[src/rtl/link_pkg.sv]
// -----------------------------------------------------------------------------
// link_pkg
// Definitions shared by the initiator and receiver ends of the 4-phase req/ack
// byte link: handshake state encoding, byte width and the default ack timeout.
// -----------------------------------------------------------------------------
package link_pkg;

  // Both link ends move bytes of this width.
  localparam int unsigned BYTE_W = 8;

  // Cycles the initiator waits for an ack edge before it abandons a byte.
  // Used only when LINK_MASTER_ACK_TIMEOUT_EN is defined.
  localparam int unsigned DEFAULT_TIMEOUT = 15;

  typedef logic [BYTE_W-1:0] link_byte_t;

  // Initiator handshake states.
  typedef enum logic [1:0] {
    IDLE      = 2'd0,  // no transfer in progress
    REQ_HI    = 2'd1,  // req high, waiting for ack to rise
    WAIT_ACK0 = 2'd2,  // req low, waiting for ack to fall
    GAP       = 2'd3   // one guaranteed req-low cycle before the next byte
  } link_state_e;

endpackage : link_pkg

[src/rtl/link_byte_fifo.sv]
// -----------------------------------------------------------------------------
// link_byte_fifo
// Synchronous byte FIFO that buffers producer data ahead of the link.
// The head entry is visible combinationally on 'head' whenever 'empty' is low.
//
// Parameters:
//   DEPTH  number of entries (power of two, >= 2)
//
// Ports:
//   clk    clock, rising edge
//   rst    asynchronous active-low reset; empties the FIFO
//   push   write 'din' (accepted when not full, or when full with a pop)
//   din    byte to write
//   pop    discard the head entry (ignored when empty)
//   head   oldest buffered byte
//   full   all DEPTH entries occupied
//   empty  no entries occupied
// -----------------------------------------------------------------------------
module link_byte_fifo
  import link_pkg::*;
#(
  parameter int unsigned DEPTH = 4
) (
  input  logic       clk,
  input  logic       rst,
  input  logic       push,
  input  link_byte_t din,
  input  logic       pop,
  output link_byte_t head,
  output logic       full,
  output logic       empty
);

  localparam int unsigned AW = $clog2(DEPTH);

  // One extra pointer bit separates "full" from "empty" when the index bits
  // are equal; the pointers simply wrap through 2*DEPTH values.
  logic [AW:0] wr_ptr;
  logic [AW:0] rd_ptr;
  link_byte_t  mem [DEPTH];

  logic do_push;
  logic do_pop;

  assign empty = (wr_ptr == rd_ptr);
  assign full  = (wr_ptr[AW] != rd_ptr[AW]) && (wr_ptr[AW-1:0] == rd_ptr[AW-1:0]);

  // A pop frees the slot in the same cycle, so a push is still legal when full.
  assign do_pop  = pop && !empty;
  assign do_push = push && (!full || do_pop);

  assign head = mem[rd_ptr[AW-1:0]];

  always_ff @(posedge clk or negedge rst) begin
    if (!rst) begin
      wr_ptr <= '0;
      rd_ptr <= '0;
    end else begin
      // NOTE: sequential state is always updated with non-blocking assignments
      // so every register samples pre-edge values regardless of statement order.
      if (do_push) wr_ptr <= wr_ptr + (AW+1)'(1);
      if (do_pop)  rd_ptr <= rd_ptr + (AW+1)'(1);
    end
  end

  // NOTE: the storage array is deliberately not reset; the pointers alone
  // define which entries are valid, and an unreset array maps onto plain RAM.
  always_ff @(posedge clk) begin
    if (do_push) mem[wr_ptr[AW-1:0]] <= din;
  end

endmodule : link_byte_fifo

[src/rtl/link_master_fsm.sv]
// -----------------------------------------------------------------------------
// link_master_fsm
// Initiator end of the 4-phase req/ack byte link. Bytes from a valid/ready
// producer are buffered in link_byte_fifo and each one is sent with a full
// handshake (req rise, ack rise, req fall, ack fall) before the next starts.
// The receiver captures data_out on the rising edge of req.
//
// Configuration macro:
//   LINK_MASTER_ACK_TIMEOUT_EN  enables the ack watchdog: a byte whose ack edge
//                               does not arrive within TIMEOUT cycles is
//                               abandoned and timeout_err is set (sticky).
//                               Without it the handshake waits indefinitely.
//
// Parameters:
//   FIFO_DEPTH  upstream buffer entries (power of two, >= 2)
//   CNT_W       width of the completed-transfer counter
//   TIMEOUT     ack watchdog limit in cycles (watchdog build only)
//
// Ports:
//   clk          clock, rising edge
//   rst          asynchronous active-low reset; drops req at once
//   in_valid     upstream byte valid
//   in_data      upstream byte
//   in_ready     buffer not full
//   ack          receiver acknowledge (already synchronous to clk)
//   req          link request
//   data_out     link data, stable while req is high, holds the last byte sent
//   busy         handshake in progress (state other than IDLE)
//   byte_done    one-cycle pulse per completed transfer
//   tx_count     completed transfers, wraps at 2^CNT_W
//   timeout_err  sticky abort flag (constant 0 without the watchdog)
// -----------------------------------------------------------------------------
module link_master_fsm
  import link_pkg::*;
#(
  parameter int unsigned FIFO_DEPTH = 4,
  parameter int unsigned CNT_W      = 16,
  parameter int unsigned TIMEOUT    = DEFAULT_TIMEOUT
) (
  input  logic              clk,
  input  logic              rst,
  input  logic              in_valid,
  input  logic [BYTE_W-1:0] in_data,
  output logic              in_ready,
  input  logic              ack,
  output logic              req,
  output logic [BYTE_W-1:0] data_out,
  output logic              busy,
  output logic              byte_done,
  output logic [CNT_W-1:0]  tx_count,
  output logic              timeout_err
);

  // ---------------------------------------------------------------------------
  // Upstream buffer
  // ---------------------------------------------------------------------------
  logic       fifo_full;
  logic       fifo_empty;
  logic       fifo_pop;
  link_byte_t fifo_head;

  assign in_ready = !fifo_full;

  link_byte_fifo #(
    .DEPTH (FIFO_DEPTH)
  ) u_fifo (
    .clk   (clk),
    .rst   (rst),
    .push  (in_valid && in_ready),
    .din   (in_data),
    .pop   (fifo_pop),
    .head  (fifo_head),
    .full  (fifo_full),
    .empty (fifo_empty)
  );

  // ---------------------------------------------------------------------------
  // Handshake state and registered link outputs
  // ---------------------------------------------------------------------------
  link_state_e      state_q,  state_d;
  logic             req_q,    req_d;
  link_byte_t       data_q,   data_d;
  logic             done_q,   done_d;
  logic [CNT_W-1:0] count_q,  count_d;

`ifdef LINK_MASTER_ACK_TIMEOUT_EN
  // The timer holds "cycles already spent in this state"; the abort fires on
  // the edge that would end the TIMEOUT-th cycle.
  localparam int unsigned   TMR_W    = (TIMEOUT > 1) ? $clog2(TIMEOUT) : 1;
  localparam logic [TMR_W-1:0] TMR_LAST = TMR_W'(TIMEOUT - 1);

  logic [TMR_W-1:0] timer_q, timer_d;
  logic             err_q,   err_d;
`endif

  // NOTE: combinational logic uses blocking assignments and gives every output
  // a default before the case statement, so no path can infer a latch.
  always_comb begin
    state_d  = state_q;
    req_d    = req_q;
    data_d   = data_q;
    done_d   = 1'b0;
    count_d  = count_q;
    fifo_pop = 1'b0;

    case (state_q)
      IDLE: begin
        // The byte must already sit at the FIFO head, so req rises one cycle
        // after the byte becomes visible there.
        if (!fifo_empty) begin
          fifo_pop = 1'b1;
          data_d   = fifo_head;
          req_d    = 1'b1;
          state_d  = REQ_HI;
        end
      end
      REQ_HI: begin
        // The first ack=1 sampled here counts, including one that was already
        // high on entry.
        if (ack) begin
          req_d   = 1'b0;
          state_d = WAIT_ACK0;
        end
      end
      WAIT_ACK0: begin
        if (!ack) begin
          done_d  = 1'b1;
          count_d = count_q + CNT_W'(1);
          state_d = GAP;
        end
      end
      GAP: begin
        // Guarantees the receiver a req-low cycle before the next rising edge.
        state_d = IDLE;
      end
      default: begin
        state_d = IDLE;
      end
    endcase

`ifdef LINK_MASTER_ACK_TIMEOUT_EN
    timer_d = '0;
    err_d   = err_q;
    if ((state_q == REQ_HI || state_q == WAIT_ACK0) && (state_d == state_q)) begin
      if (timer_q == TMR_LAST) begin
        // Abandon the byte: no byte_done, no count, straight to the gap.
        req_d   = 1'b0;
        err_d   = 1'b1;
        state_d = GAP;
      end else begin
        timer_d = timer_q + TMR_W'(1);
      end
    end
`endif
  end

  always_ff @(posedge clk or negedge rst) begin
    if (!rst) begin
      state_q <= IDLE;
      req_q   <= 1'b0;
      data_q  <= '0;
      done_q  <= 1'b0;
      count_q <= '0;
`ifdef LINK_MASTER_ACK_TIMEOUT_EN
      timer_q <= '0;
      err_q   <= 1'b0;
`endif
    end else begin
      state_q <= state_d;
      req_q   <= req_d;
      data_q  <= data_d;
      done_q  <= done_d;
      count_q <= count_d;
`ifdef LINK_MASTER_ACK_TIMEOUT_EN
      timer_q <= timer_d;
      err_q   <= err_d;
`endif
    end
  end

  assign req       = req_q;
  assign data_out  = data_q;
  assign byte_done = done_q;
  assign tx_count  = count_q;
  assign busy      = (state_q != IDLE);

`ifdef LINK_MASTER_ACK_TIMEOUT_EN
  assign timeout_err = err_q;
`else
  // No watchdog: the flag is 0 for every legal TIMEOUT; a zero TIMEOUT is an
  // unusable configuration and shows up as a permanently raised flag.
  assign timeout_err = (TIMEOUT == 0);
`endif

endmodule : link_master_fsm

[config.mk]
export PLATFORM = sky130hd
export DESIGN_NAME = link_master_fsm
export DESIGN_NICKNAME = d
export VERILOG_FILES = /design/src/rtl/link_pkg.sv /design/src/rtl/link_byte_fifo.sv /design/src/rtl/link_master_fsm.sv
export SDC_FILE = /design/constraint.sdc
export NUM_CORES = 1
export LEC_CHECK = 0
export ABC_AREA = 1
export ABC_CLOCK_PERIOD_IN_PS = 4000
export BUFFER_PORTS_ARGS = -buffer_cell sky130_fd_sc_hd__buf_4
export CAP_MARGIN = 15
export CORE_MARGIN = 3
export CORE_UTILIZATION = 55
export CTS_CLUSTER_SIZE = 40
export DETAILED_ROUTE_END_ITERATION = 10
export GPL_TIMING_DRIVEN = 0
export PLACE_DENSITY = 0.77
export SYNTH_ARGS = -nofsm -noshare
export SYNTH_HDL_FRONTEND = slang
export SYNTH_SLANG_ARGS = --single-unit
[constraint.sdc]
create_clock -name clk -period 4 [get_ports clk]
set_input_delay 0.8 -clock clk [delete_from_list [all_inputs] [get_ports clk]]
set_output_delay 0.8 -clock clk [all_outputs]
set_load 0.05 [all_outputs]
Word-level counts from Yosys, hierarchy flattened
Memories as Yosys holds them, arrays and structs flattened. A register that Yosys moved wholly into a read port is not among the register bits. Cells that the tools add are included.

$add $sub $neg: 3. $mul: 0. Div/mod/pow operators: 0. $lt $le $gt $ge: 0. Equal/unequal tests: 9. Shift-type cells: 0. Multiplexer cells: 13. Bitwise operators: 2. Reduce and logical (&&, ||, !) cells: 15.

Operator list (count): $add A16 B1 Y16 const B (1); $mux W1 (8); $pmux W2 S4 (1); $add A3 B1 Y3 const B (2); $mux W2 (3); $ne A2 B2 Y1 const B (3); $reduce_and A3 Y1 (2); $eq A2 B2 Y1 const B (2); $logic_and A1 B1 Y1 (4); $reduce_and A2 Y1 (2); $reduce_bool A2 Y1 (2); $eq A3 B3 Y1 (1); $logic_not A1 Y1 (3); $eq A2 B1 Y1 const B (1); $eq A2 B2 Y1 (1); $logic_not A2 Y1 (1); $not A1 Y1 (2); $pmux W1 S2 (1); $logic_or A1 B1 Y1 (1); $ne A1 B1 Y1 (1).

Flip-flop bits (word level): 26. Latch bits: 0. RAM bits: 32. ROM bits: 0. Output and inout port bits: 29. Memories kept: 1.

Memory list: u_fifo.mem (depth 4, width 8, read ports 1, clocked after Yosys merged registers in 1, write ports 1, RTL line link_byte_fifo.sv:40) `link_byte_t mem [DEPTH];`.

Logic depth before layout (Yosys ltp)
Gate-level depths: netlist (run 1).

Depth after elaboration: 8. Mapped depth: 10. Mapped depth without buffers: 10.

By module
Synthesis (run 1) repeated with hierarchy kept, for this count alone.

Cell total of the unflattened synthesis: 301. Area, all modules: 3079.2 µm².

Modules (own cells, without submodules): link_byte_fifo (times used 1, cells an instance 137, area each 1662.8 µm², sequential area each 1111.1 µm²); link_master_fsm (times used 1, cells an instance 164, area each 1416.4 µm², sequential area each 700.7 µm²).

Least setup slack after synthesis (run 1)
Ideal clock, no wire load.

Path kind: register -> output. From: register u_fifo.rd_ptr[0]. To: output port in_ready. Arrival: 1079 ps. Data required time: 3200 ps. Slack: 2121 ps. Stages on the path, launching flop included: 4. Cells stage by stage: dfrtp_1 buf_6 xnor2_2 nand4_2.

Longest elaborated chain between the ends: 3.

Ends and longest elaborated chain: start, declared (RTL line link_byte_fifo.sv:39) `logic [AW:0] rd_ptr;`; start signal, assigned (RTL line link_byte_fifo.sv:62) `if (do_pop) rd_ptr <= rd_ptr + (AW+1)'(1);`; $eq A2 B2 Y1 (RTL line link_byte_fifo.sv:46) `assign full = (wr_ptr[AW] != rd_ptr[AW]) && (wr_ptr[AW-1:0] == rd_ptr[AW-1:0]);`; $logic_and A1 B1 Y1 (RTL line link_byte_fifo.sv:46); $logic_not A1 Y1 (RTL line link_master_fsm.sv:62) `assign in_ready = !fifo_full;`; end, declared (RTL line link_master_fsm.sv:44) `output logic in_ready,`.

No other way between the ends.

Final worst setup path (run 1)
From: register u_fifo.rd_ptr[1]. To: output port in_ready.

The elaborated chain is that of the path after synthesis.

==> results of run 1 <==
-- per-layer routing --
layer | vias to the layer above | global-route usage, % | part of all wire [%]
li1 | 1059 | - | -
met1 | 1004 | 22.6 | 43
met2 | 55 | 33.2 | 50
met3 | 10 | 3.95 | 4.6
met4 | 0 | 9.97 | 2.0
met5 | - | 0 | 0
-- synthesized netlist by cell type (all sizes together) --
cell type	instances
a21oi	1
buf	5
clkbuf	1
conb	1
dfrtp	34
edfxtp	32
ha	9
inv	39
nand2	88
nand3	13
nand4	3
nor2	34
nor3	2
o21ai	18
o22ai	8
xnor2	6
xor2	7
-- through the flow --
stage          util, %  cell area [sq um]  setup slack [ns]
5_1_grt           68.9               3590              1.47
4_1_cts           68.9               3590              1.59
2_1_floorplan        -               3000              2.12
3_3_place_gp      64.9               3380              1.97
3_5_place_dp      64.9               3380              1.97
6_report          68.9               3590              1.60
-- worst register-to-register path: cells and delay by family, from the launching register on --
kind                   cells  cell delay, ns
buffers and inverters      1            0.18
AND/OR/NAND/NOR            5            1.04
flip-flops                 1            0.40
-- cell usage in the layout (no fill, tap or decap) --
master     instances
xor2_1             7
nand3_2            1
xnor2_2            1
clkinv_4           2
nand4_2            1
conb_1             1
nor3_1             2
nand2_2            3
nand2_1           84
xnor2_1            5
nor2_4             2
inv_6              3
buf_4             42
nand3_1           12
nor2_2             2
buf_6              2
clkbuf_8          10
dfrtp_1           34
edfxtp_1          32
inv_8              1
nand2_4            1
o21ai_0           18
inv_2              3
nand4_1            2
ha_1               9
nor2_1            30
inv_1             36
o22ai_1            8
a21oi_1            1
bufinv_16          1
-- cell type report --
class,count,area (sq um)
Buffer,6,58.8
Timing Repair Buffer,39,293
Clock buffer,9,124
Multi-Input combinational cell,190,981
Inverter,39,146
Tap cell,70,87.6
Clock inverter,7,85.1
Fill cell,398,1620
Sequential cell,66,1810
-- cells by family (layout without fill, tap and decap cells) --
kind of cell | count (synthesis) | in the layout | synth area share (%)
other | 1 | 1 | 0.125
buffers and inverters | 45 | 100 | 6.84
AND/OR/NAND/NOR | 140 | 140 | 19.9
XOR/XNOR | 13 | 13 | 4.05
flip-flops | 66 | 66 | 60.4
adder cells (fa/ha/maj) | 9 | 9 | 3.76
AO/OA/AOI/OAI | 27 | 27 | 4.84
-- worst paths after layout --
check                      slack (ns)             start          endpoint
max                              1.60  u_fifo.rd_ptr[1]          in_ready
max reg2reg                      2.03  u_fifo.rd_ptr[1]  u_fifo.mem[2][5]
min                              0.38               rst      tx_count[12]
min in group clk                 0.49       data_out[3]       data_out[3]
min reg2reg                      0.49       data_out[3]       data_out[3]
max in group asynchronous        3.32               rst  u_fifo.rd_ptr[1]
-- state kept, by name, summed over array words and instances, names as in the netlist --
register and count:
state_q 2, u_fifo.rd_ptr 3, req 1, data_out 8
byte_done 1, u_fifo.mem 32, u_fifo.wr_ptr 3, tx_count 16
-- power groups by stage --
stage | Clock (mW) | Combinational [mW] | Sequential (mW)
global route | 0.629 | 1.31 | 1.04
floorplan | 0 | 0.646 | 1.23
detailed placement | 0 | 1.19 | 1.02
finish | 0.589 | 1.18 | 1.01
CTS | 0.599 | 1.19 | 1.01
global placement | 0 | 1.15 | 1.02
==> metrics.cfg, run 1 <==
[grt]
grt_pass1_wl_mm=9.28
gr-usage-all-layers_pct=19.3
grt_max_degree=35
grt_pass1_vias=2028
overflow=0
antenna_found_initial=0

[placement]
gp_congestion=0.732
portBuffers=39
dp_hpwl_mm=3.90
dp.cells=410

[cts]
cts-root-buf=clkbuf_8
clk_pin_slew_worst_paths_ns=0.08
cts-hold-fix-buffers=0
cts_resized=0
cts_max_path_buffers=2
insertion_delay_ns=0.34
clock_sinks=66
cts.htree.levels=3
numCtsBuffers=9
cts_tree=built
post_cts_buffers=0

[critical_path]
reg2regPathDepth=6
path_depth=5
worstSetupStartpointType=flop
cp.arrival_ns=1.60
critical_path_required_ns=3.20
crit_slowest_cell=dfrtp_1
cpPeakStageDelay_ns=0.40
cp_num_buf_inv=2
cp-end-kind=output pin
path_class=reg2out
critPathTopFamily=buffers and inverters
critPathMaxFanout=9
crit_chain=inv_1 -> nand2_1 -> nand2_2 -> nand4_2 -> buf_4

[power]
p_switching_mw=1.20
power_density_nw_per_um2=776
p_leak_nw=1.75
power.internal_mw=1.59
vdd_drop_max_mv=0.364
p_total_mw=2.78
p_sw_share_pct=43.0
clkPwrFrac_pct=21.2
comb_power_share_pct=42.4
seq_power_share_pct=36.4

[timing]
final-setup-viol-count=0
finalSetupTns_ns=0
finalCriticalPeriod_ns=2.40
max-slew-margin-rel_pct=46.8
tightest_slew_ns=0.795
fin_crit_sh_pct=60.0
rsz0062_at_grt=no
whs_ns=0.384
timing.fmax_mhz=417
maxSlewViolCount=0
fin_skew_ns=0.00594
hold_violations=0

[synthesis]
yosys.area.top_type=edfxtp_1
synth_cells=301
ys_types=26
syn-num-nets=322
synth.avg_cell_area_sq_um=9.96
synth_seq_area_share_pct=60.4
synth_top_area_share_pct=32.1
ys_ff_latch=66
syn-cell-area_sq_um=3000
synthTopCellsByArea=edfxtp_1 (32%), dfrtp_1 (28%), nand2_1 (11%)
synth-warning-count=0

[flow_run]
cap_violations=0

[cells_and_area]
fin_nets=372
finalNonFillerCells=426
num_antenna_cells=0
syn2layout_area_growth_pct=19.7
final_layout_size_suffix_gt1_share_pct=21.1

[drt]
route.vias.total=2128
via_per_inst=5.00
wl_mm=5.56
firstDrtPassIters=4
ant_nets=0
wl_per_cell_um=13.1
drc=0
drtIter0Drc=104

[status]
status=complete, no violations

[floorplan]
die_area_sq_um=6370
pin_count=41
die_x_um=79.8
row_count=26
fp.coreArea_sq_um=5200
die_y_um=79.8
start_util_pct=57.6

[worst_hold_path]
worst_hold_path_type=in2async

Power figures use the tool's default switching activity.
==> inputs of run 2 (changes only) <==
--- a/config.mk
+++ b/config.mk
@@ -5,16 +5,16 @@
 export SDC_FILE = /design/constraint.sdc
 export NUM_CORES = 1
 export LEC_CHECK = 0
-export ABC_AREA = 1
-export ABC_CLOCK_PERIOD_IN_PS = 4000
+export ABC_AREA = 0
+export ABC_CLOCK_PERIOD_IN_PS = 2200
 export BUFFER_PORTS_ARGS = -buffer_cell sky130_fd_sc_hd__buf_4
 export CAP_MARGIN = 15
 export CORE_MARGIN = 3
-export CORE_UTILIZATION = 55
+export CORE_UTILIZATION = 51
 export CTS_CLUSTER_SIZE = 40
 export DETAILED_ROUTE_END_ITERATION = 10
 export GPL_TIMING_DRIVEN = 0
-export PLACE_DENSITY = 0.77
+export PLACE_DENSITY = 0.75
 export SYNTH_ARGS = -nofsm -noshare
 export SYNTH_HDL_FRONTEND = slang
 export SYNTH_SLANG_ARGS = --single-unit
==> constraint.sdc (replaced) <==
create_clock -name clk -period 2.2 [get_ports clk]
set_input_delay 0.44 -clock clk [delete_from_list [all_inputs] [get_ports clk]]
set_output_delay 0.44 -clock clk [all_outputs]
set_load 0.05 [all_outputs]
==> run 2 against run 1 <==
Against the previous run:
- final area is 6.2% lower
- synthesized area is 6.4% lower
- sequential power is 87% higher
- via count is 27% lower
- clock power is 50% higher
- largest cell class unchanged
- synthesized cell count is 45% lower
- largest power group unchanged
==> metrics.cfg, run 2 <==
[synthesis]
synth.avg_cell_area_sq_um=16.8  ; +69%
syn-cell-area_sq_um=2810  ; -6.4%
syn-num-nets=188  ; -42%
synth_top_area_share_pct=34.2  ; +2.2 points
async_reset_ff_share_pct=51.5  ; unchanged
yosys.area.top_type=edfxtp_1
ys.flop_type=dfrtp_1
synthTopCellsByCount=dfrtp_1 (34), edfxtp_1 (32), xnor2_1 (16)
ys_ff_latch=66  ; unchanged
synth_seq_area_share_pct=64.6  ; +4.1 points
synthTopCellsByArea=edfxtp_1 (34%), dfrtp_1 (30%), mux4_1 (6.6%)
synth_most_common_cell=dfrtp_1
synth_cells=167  ; -45%
synth_edf_count=32  ; unchanged
synth-warning-count=0  ; unchanged
ys_types=36  ; +38%

[status]
status=complete, no violations

[critical_path]
critPathTopFamily=buffers and inverters
cp_num_buf_inv=2  ; unchanged
critPathMaxFanout=10  ; +1
worstSetupStartpointType=flop
critical_path.reg2reg.startpoint=u_fifo.rd_ptr[0]
reg2regPathDepth=4  ; -2
cp-end-kind=output pin
cp.arrival_ns=1.59  ; about the same
timing.rr.end=u_fifo.mem[0][0]
crit_slowest_cell=dfrtp_1
crit_chain=buf_6 -> xnor2_2 -> nand3_1 -> buf_4
critical_path_required_ns=1.76  ; -1.44 ns
path_class=reg2out
reg2reg_slack_ns=0.40  ; -1.63 ns
cpPeakStageDelay_ns=0.41  ; about the same

[grt]
gr-usage-all-layers_pct=16.7  ; -2.6 points
grt_pass1_vias=1650  ; -19%
overflow=0  ; unchanged
antenna_found_initial=0  ; unchanged
grt_max_degree=35  ; unchanged
grt_pass1_wl_mm=7.76  ; -16%

[timing]
setup_slack_ns=0.170  ; -1.43 ns
timing.fmax_mhz=493
fin_skew_ns=0.00728  ; +0.00135 ns
rsz0062_at_grt=no
hold_violations=0  ; unchanged
finalSetupTns_ns=0  ; unchanged
maxSlewViolCount=0  ; unchanged
fin_crit_sh_pct=92.3
final-setup-viol-count=0  ; unchanged
finalCriticalPeriod_ns=2.03

[cells_and_area]
final_layout_size_suffix_gt1_share_pct=35.1  ; +14 points
layout_commonest_cell=buf_4
num_antenna_cells=0  ; unchanged
fin_nets=238  ; -36%
syn2layout_area_growth_pct=19.8
postLayoutCoreUtil_pct=64.6  ; -4.3 points
layout_common_cells=buf_4 (40), dfrtp_1 (34), edfxtp_1 (32)
largest_reg_flops=32  ; unchanged

[cts]
post_cts_buffers=0  ; unchanged
cts_tree=built
cts.htree.levels=3  ; unchanged
clk_pin_slew_worst_paths_ns=0.07  ; about the same
cts-hold-fix-buffers=0  ; unchanged
cts_resized=0  ; unchanged
cts_max_path_buffers=2  ; unchanged
numCtsBuffers=9  ; unchanged
clock_sinks=66  ; unchanged
insertion_delay_ns=0.33  ; about the same
cts-root-buf=clkbuf_8

[placement]
gp_congestion=0.724  ; -1.1%
portBuffers=39  ; unchanged
pre_cts_ws_ns=0.398  ; -1.57 ns
dp_hpwl_mm=3.35  ; -14%

[power]
p_total_mw=4.88  ; +76%
p_leak_nw=1.42  ; -19%
vdd_drop_max_mv=0.865  ; +140%
power_density_nw_per_um2=1450  ; +87%

[floorplan]
start_util_pct=53.9  ; -3.7 points
die_x_um=80.2  ; +0.44%
row_count=26  ; unchanged
fp.coreArea_sq_um=5200  ; unchanged
die_y_um=80.2  ; +0.44%
die_area_sq_um=6430  ; +0.88%
pin_count=41  ; unchanged

[drt]
wl_mm=4.80  ; -14%
via_per_inst=5.34  ; +6.8%
drtIter0Drc=74  ; -29%
ant_nets=0  ; unchanged
firstDrtPassIters=4  ; unchanged
wl_per_cell_um=16.4  ; +26%
drc=0  ; unchanged
route.vias.total=1558  ; -27%

[worst_hold_path]
worst_hold_path_type=in2async

[flow_run]
cap_violations=0  ; unchanged

-- run 2: worst max path at each step --
stage	cells past startpoint	slack [ns]	startpoint	endpoint
5_1_grt	4	0.07	u_fifo.rd_ptr[0]	in_ready
3_5_place_dp	4	0.40	u_fifo.rd_ptr[0]	u_fifo.mem[0][5]
2_1_floorplan	4	0.19	u_fifo.rd_ptr[0]	u_fifo.mem[0][0]
4_1_cts	4	0.15	u_fifo.rd_ptr[0]	in_ready
6_report	4	0.17	u_fifo.rd_ptr[0]	in_ready
3_3_place_gp	4	0.46	u_fifo.rd_ptr[0]	u_fifo.mem[0][5]
-- run 2: worst register-to-register path, cell delays in order (launching register included) --
cell     delay (ns)
dfrtp_1        0.41
buf_6          0.17
xnor2_2        0.16
nand3_1        0.20
and3_1         0.50
-- run 2: cells by family (layout without fill, tap and decap cells) --
group	Yosys count	after routing	share of synthesized area (%)
compound gates	5	5	1.38
flops	66	66	64.6
simple gates	35	35	7.94
other cells	1	1	0.134
mux	20	20	12.4
xor+xnor	22	22	7.67
fa+ha+maj	9	9	4.01
buf+inv	9	64	1.87
-- run 2: metal layers --
layer / vias up / global-route usage, % / part of all wire [%]
met5: - / 0 / 0
met4: 0 / 10.1 / 2.2
met1: 782 / 17.8 / 40
met2: 51 / 29.4 / 53
met3: 11 / 4.15 / 5.0
li1: 714 / - / -
-- run 2: layout make-up --
cell class                      count  area (sq um)
Buffer                              4          33.8
Clock buffer                        9           124
Clock inverter                      7          52.6
Fill cell                         403          1840
Inverter                            5          18.8
Multi-Input combinational cell     92           942
Sequential cell                    66          1810
Tap cell                           70          87.6
Timing Repair Buffer               39           293
-- run 2: power by group --
part	switching, mW	total [mW]	internal [mW]
combinational	1.24	2.11	0.865
sequential	0.227	1.89	1.67
clock	0.469	0.883	0.413
-- run 2: per-stage QoR --
stage	hold slack, ns	cells	area [sq um]
after floorplan	0.144	167	2810
after global placement	0.405	276	3190
after detailed placement	0.413	276	3190
after CTS	0.0549	292	3360
after global routing	0.0599	292	3360
final	0.0475	292	3360
==> inputs of run 3 (changes only) <==
--- a/config.mk
+++ b/config.mk
@@ -14,6 +14,7 @@
 export CTS_CLUSTER_SIZE = 40
 export DETAILED_ROUTE_END_ITERATION = 10
 export GPL_TIMING_DRIVEN = 0
+export MAX_ROUTING_LAYER = met4
 export PLACE_DENSITY = 0.75
 export SYNTH_ARGS = -nofsm -noshare
 export SYNTH_HDL_FRONTEND = slang
==> constraint.sdc (replaced) <==
create_clock -name clk -period 2.2 [get_ports clk]
set_input_delay 0.44 -clock clk [delete_from_list [all_inputs] [get_ports clk]]
set_output_delay 0.44 -clock clk [all_outputs]
set_load 0.02 [all_outputs]
==> run 3 against run 2 <==
Against the previous run:
- die area unchanged
- first-iteration DRC count grew 15%
- highest routed layer unchanged
- setup slack better by 0.045 ns
- critical endpoint unchanged
- largest cell class unchanged
- sequential cell count did not move
==> metrics.cfg, run 3 (synthesized netlist as in run 2, its figures left out) <==
[status]
status=complete, no violations

[cells_and_area]
fill_cells=403  ; unchanged
postLayoutCoreUtil_pct=64.6  ; unchanged
fin_nets=238  ; unchanged
num_antenna_cells=0  ; unchanged
largest_reg_flops=32  ; unchanged
final_layout_size_suffix_gt1_share_pct=35.1  ; unchanged
syn2layout_area_growth_pct=19.8  ; unchanged
layout_commonest_cell=buf_4
layout_common_cells=buf_4 (40), dfrtp_1 (34), edfxtp_1 (32)

[cts]
cts-root-buf=clkbuf_8
numCtsBuffers=9  ; unchanged
cts_tree=built
cts_resized=0  ; unchanged
cts.htree.levels=3  ; unchanged
cts_max_path_buffers=2  ; unchanged
cts-hold-fix-buffers=0  ; unchanged
insertion_delay_ns=0.33  ; about the same
post_cts_buffers=0  ; unchanged
clk_pin_slew_worst_paths_ns=0.07  ; about the same
clock_sinks=66  ; unchanged

[timing]
finalSetupTns_ns=0  ; unchanged
timing.fmax_mhz=504  ; +2.2%
rsz0062_at_grt=no
maxSlewViolCount=0  ; unchanged
setup_slack_ns=0.215  ; +0.0446 ns
finalCriticalPeriod_ns=1.99  ; -0.0446 ns
hold_violations=0  ; unchanged
final-setup-viol-count=0  ; unchanged
whs_ns=0.0501  ; +0.00264 ns
fin_skew_ns=0.00744  ; +0.000156 ns
fin_crit_sh_pct=90.2  ; -2.0 points

[drt]
wl_per_cell_um=16.2  ; -1.7%
drc=0  ; unchanged
via_per_inst=5.28  ; -0.96%
route.vias.total=1543  ; -0.96%
wl_mm=4.72  ; -1.7%
drtIter0Drc=85  ; +15%
firstDrtPassIters=4  ; unchanged
ant_nets=0  ; unchanged

[placement]
pre_cts_ws_ns=0.398  ; unchanged
portBuffers=39  ; unchanged
dp_hpwl_mm=3.35  ; unchanged
gp_congestion=0.733  ; +1.2%

[grt]
grt_max_degree=35  ; unchanged
grt_pass1_wl_mm=7.78  ; +0.18%
grt_pass1_vias=1651  ; +0.061%
overflow=0  ; unchanged
antenna_found_initial=0  ; unchanged
gr-usage-all-layers_pct=17.1  ; +0.46 points

[critical_path]
path_class=reg2out
critPathTopFamily=flip-flops
worstSetupStartpointType=flop
cp.arrival_ns=1.55  ; -0.04 ns
cpPeakStageDelay_ns=0.41  ; about the same
critical_path_required_ns=1.76  ; about the same
crit_chain=buf_6 -> xnor2_2 -> nand3_1 -> buf_4
critPathMaxFanout=10  ; unchanged
cp_num_buf_inv=2  ; unchanged
crit_slowest_cell=dfrtp_1
cp-end-kind=output pin

[floorplan]
row_count=26  ; unchanged
pin_count=41  ; unchanged
die_area_sq_um=6430  ; unchanged
die_x_um=80.2  ; unchanged
start_util_pct=53.9  ; unchanged
die_y_um=80.2  ; unchanged
fp.coreArea_sq_um=5200  ; unchanged

[worst_hold_path]
worst_hold_path_type=in2async

[power]
p_total_mw=4.51  ; -7.7%
p_leak_nw=1.42  ; unchanged
power_density_nw_per_um2=1340  ; -7.7%
vdd_drop_max_mv=0.663  ; -23%

[flow_run]
cap_violations=0  ; unchanged

-- run 3: cell counts in the layout (fill, tap and decap cells not counted) --
Identical to the previous run, type by type.
-- run 3: cell type report --
class | instances | area (sq um) | share of cell area, %
clock buffer | 9 | 124 | 3.68
clock inverter | 7 | 52.6 | 1.56
inverter | 5 | 18.8 | 0.558
buffer | 4 | 33.8 | 1.00
multi-input combinational | 92 | 942 | 28.0
timing repair buffer | 39 | 293 | 8.71
sequential | 66 | 1810 | 53.9
tap | 70 | 87.6 | 2.60
-- run 3: path summary, 6_finish.rpt --
check                      slack [ns]  cells past startpoint          endpoint        startpoint
setup / recovery                 0.21                      4          in_ready  u_fifo.rd_ptr[0]
hold / removal                   0.05                      1       tx_count[2]               rst
setup reg to reg                 0.42                      4  u_fifo.mem[1][3]  u_fifo.rd_ptr[0]
hold reg to reg                  0.48                      1      tx_count[15]      tx_count[15]
max in group asynchronous        1.84                      1      tx_count[11]               rst
min in group clk                 0.31                      1  u_fifo.mem[1][5]        in_data[5]
-- run 3: layer usage --
metal	wire, um	share of wire (%)	GRT usage (%)	up-vias
met4	91	1.9	10.6	0
li1	-	-	-	717
met3	207	4.4	3.81	10
met1	1910	40	18.2	773
met5	0	0	-	-
met2	2510	53	28.9	43
-- run 3: metrics by stage --
step,area (sq um),instances
after detailed placement,3190,276
after global routing,3360,292
after CTS,3360,292
after global placement,3190,276
final,3360,292
after floorplan,2810,167
-- run 3: power breakdown --
group / switching (mW) / internal [mW] / total (mW)
Combinational: 0.873 / 0.858 / 1.73
Sequential: 0.225 / 1.67 / 1.89
Clock: 0.469 / 0.413 / 0.883
-- run 3: worst register-to-register path, delay by kind of cell (launching register included) --
| kind | cells | cell delay, ns |
|---|---|---|
| simple gates | 2 | 0.69 |
| flops | 1 | 0.41 |
| buf+inv | 1 | 0.17 |
| xor+xnor | 1 | 0.16 |
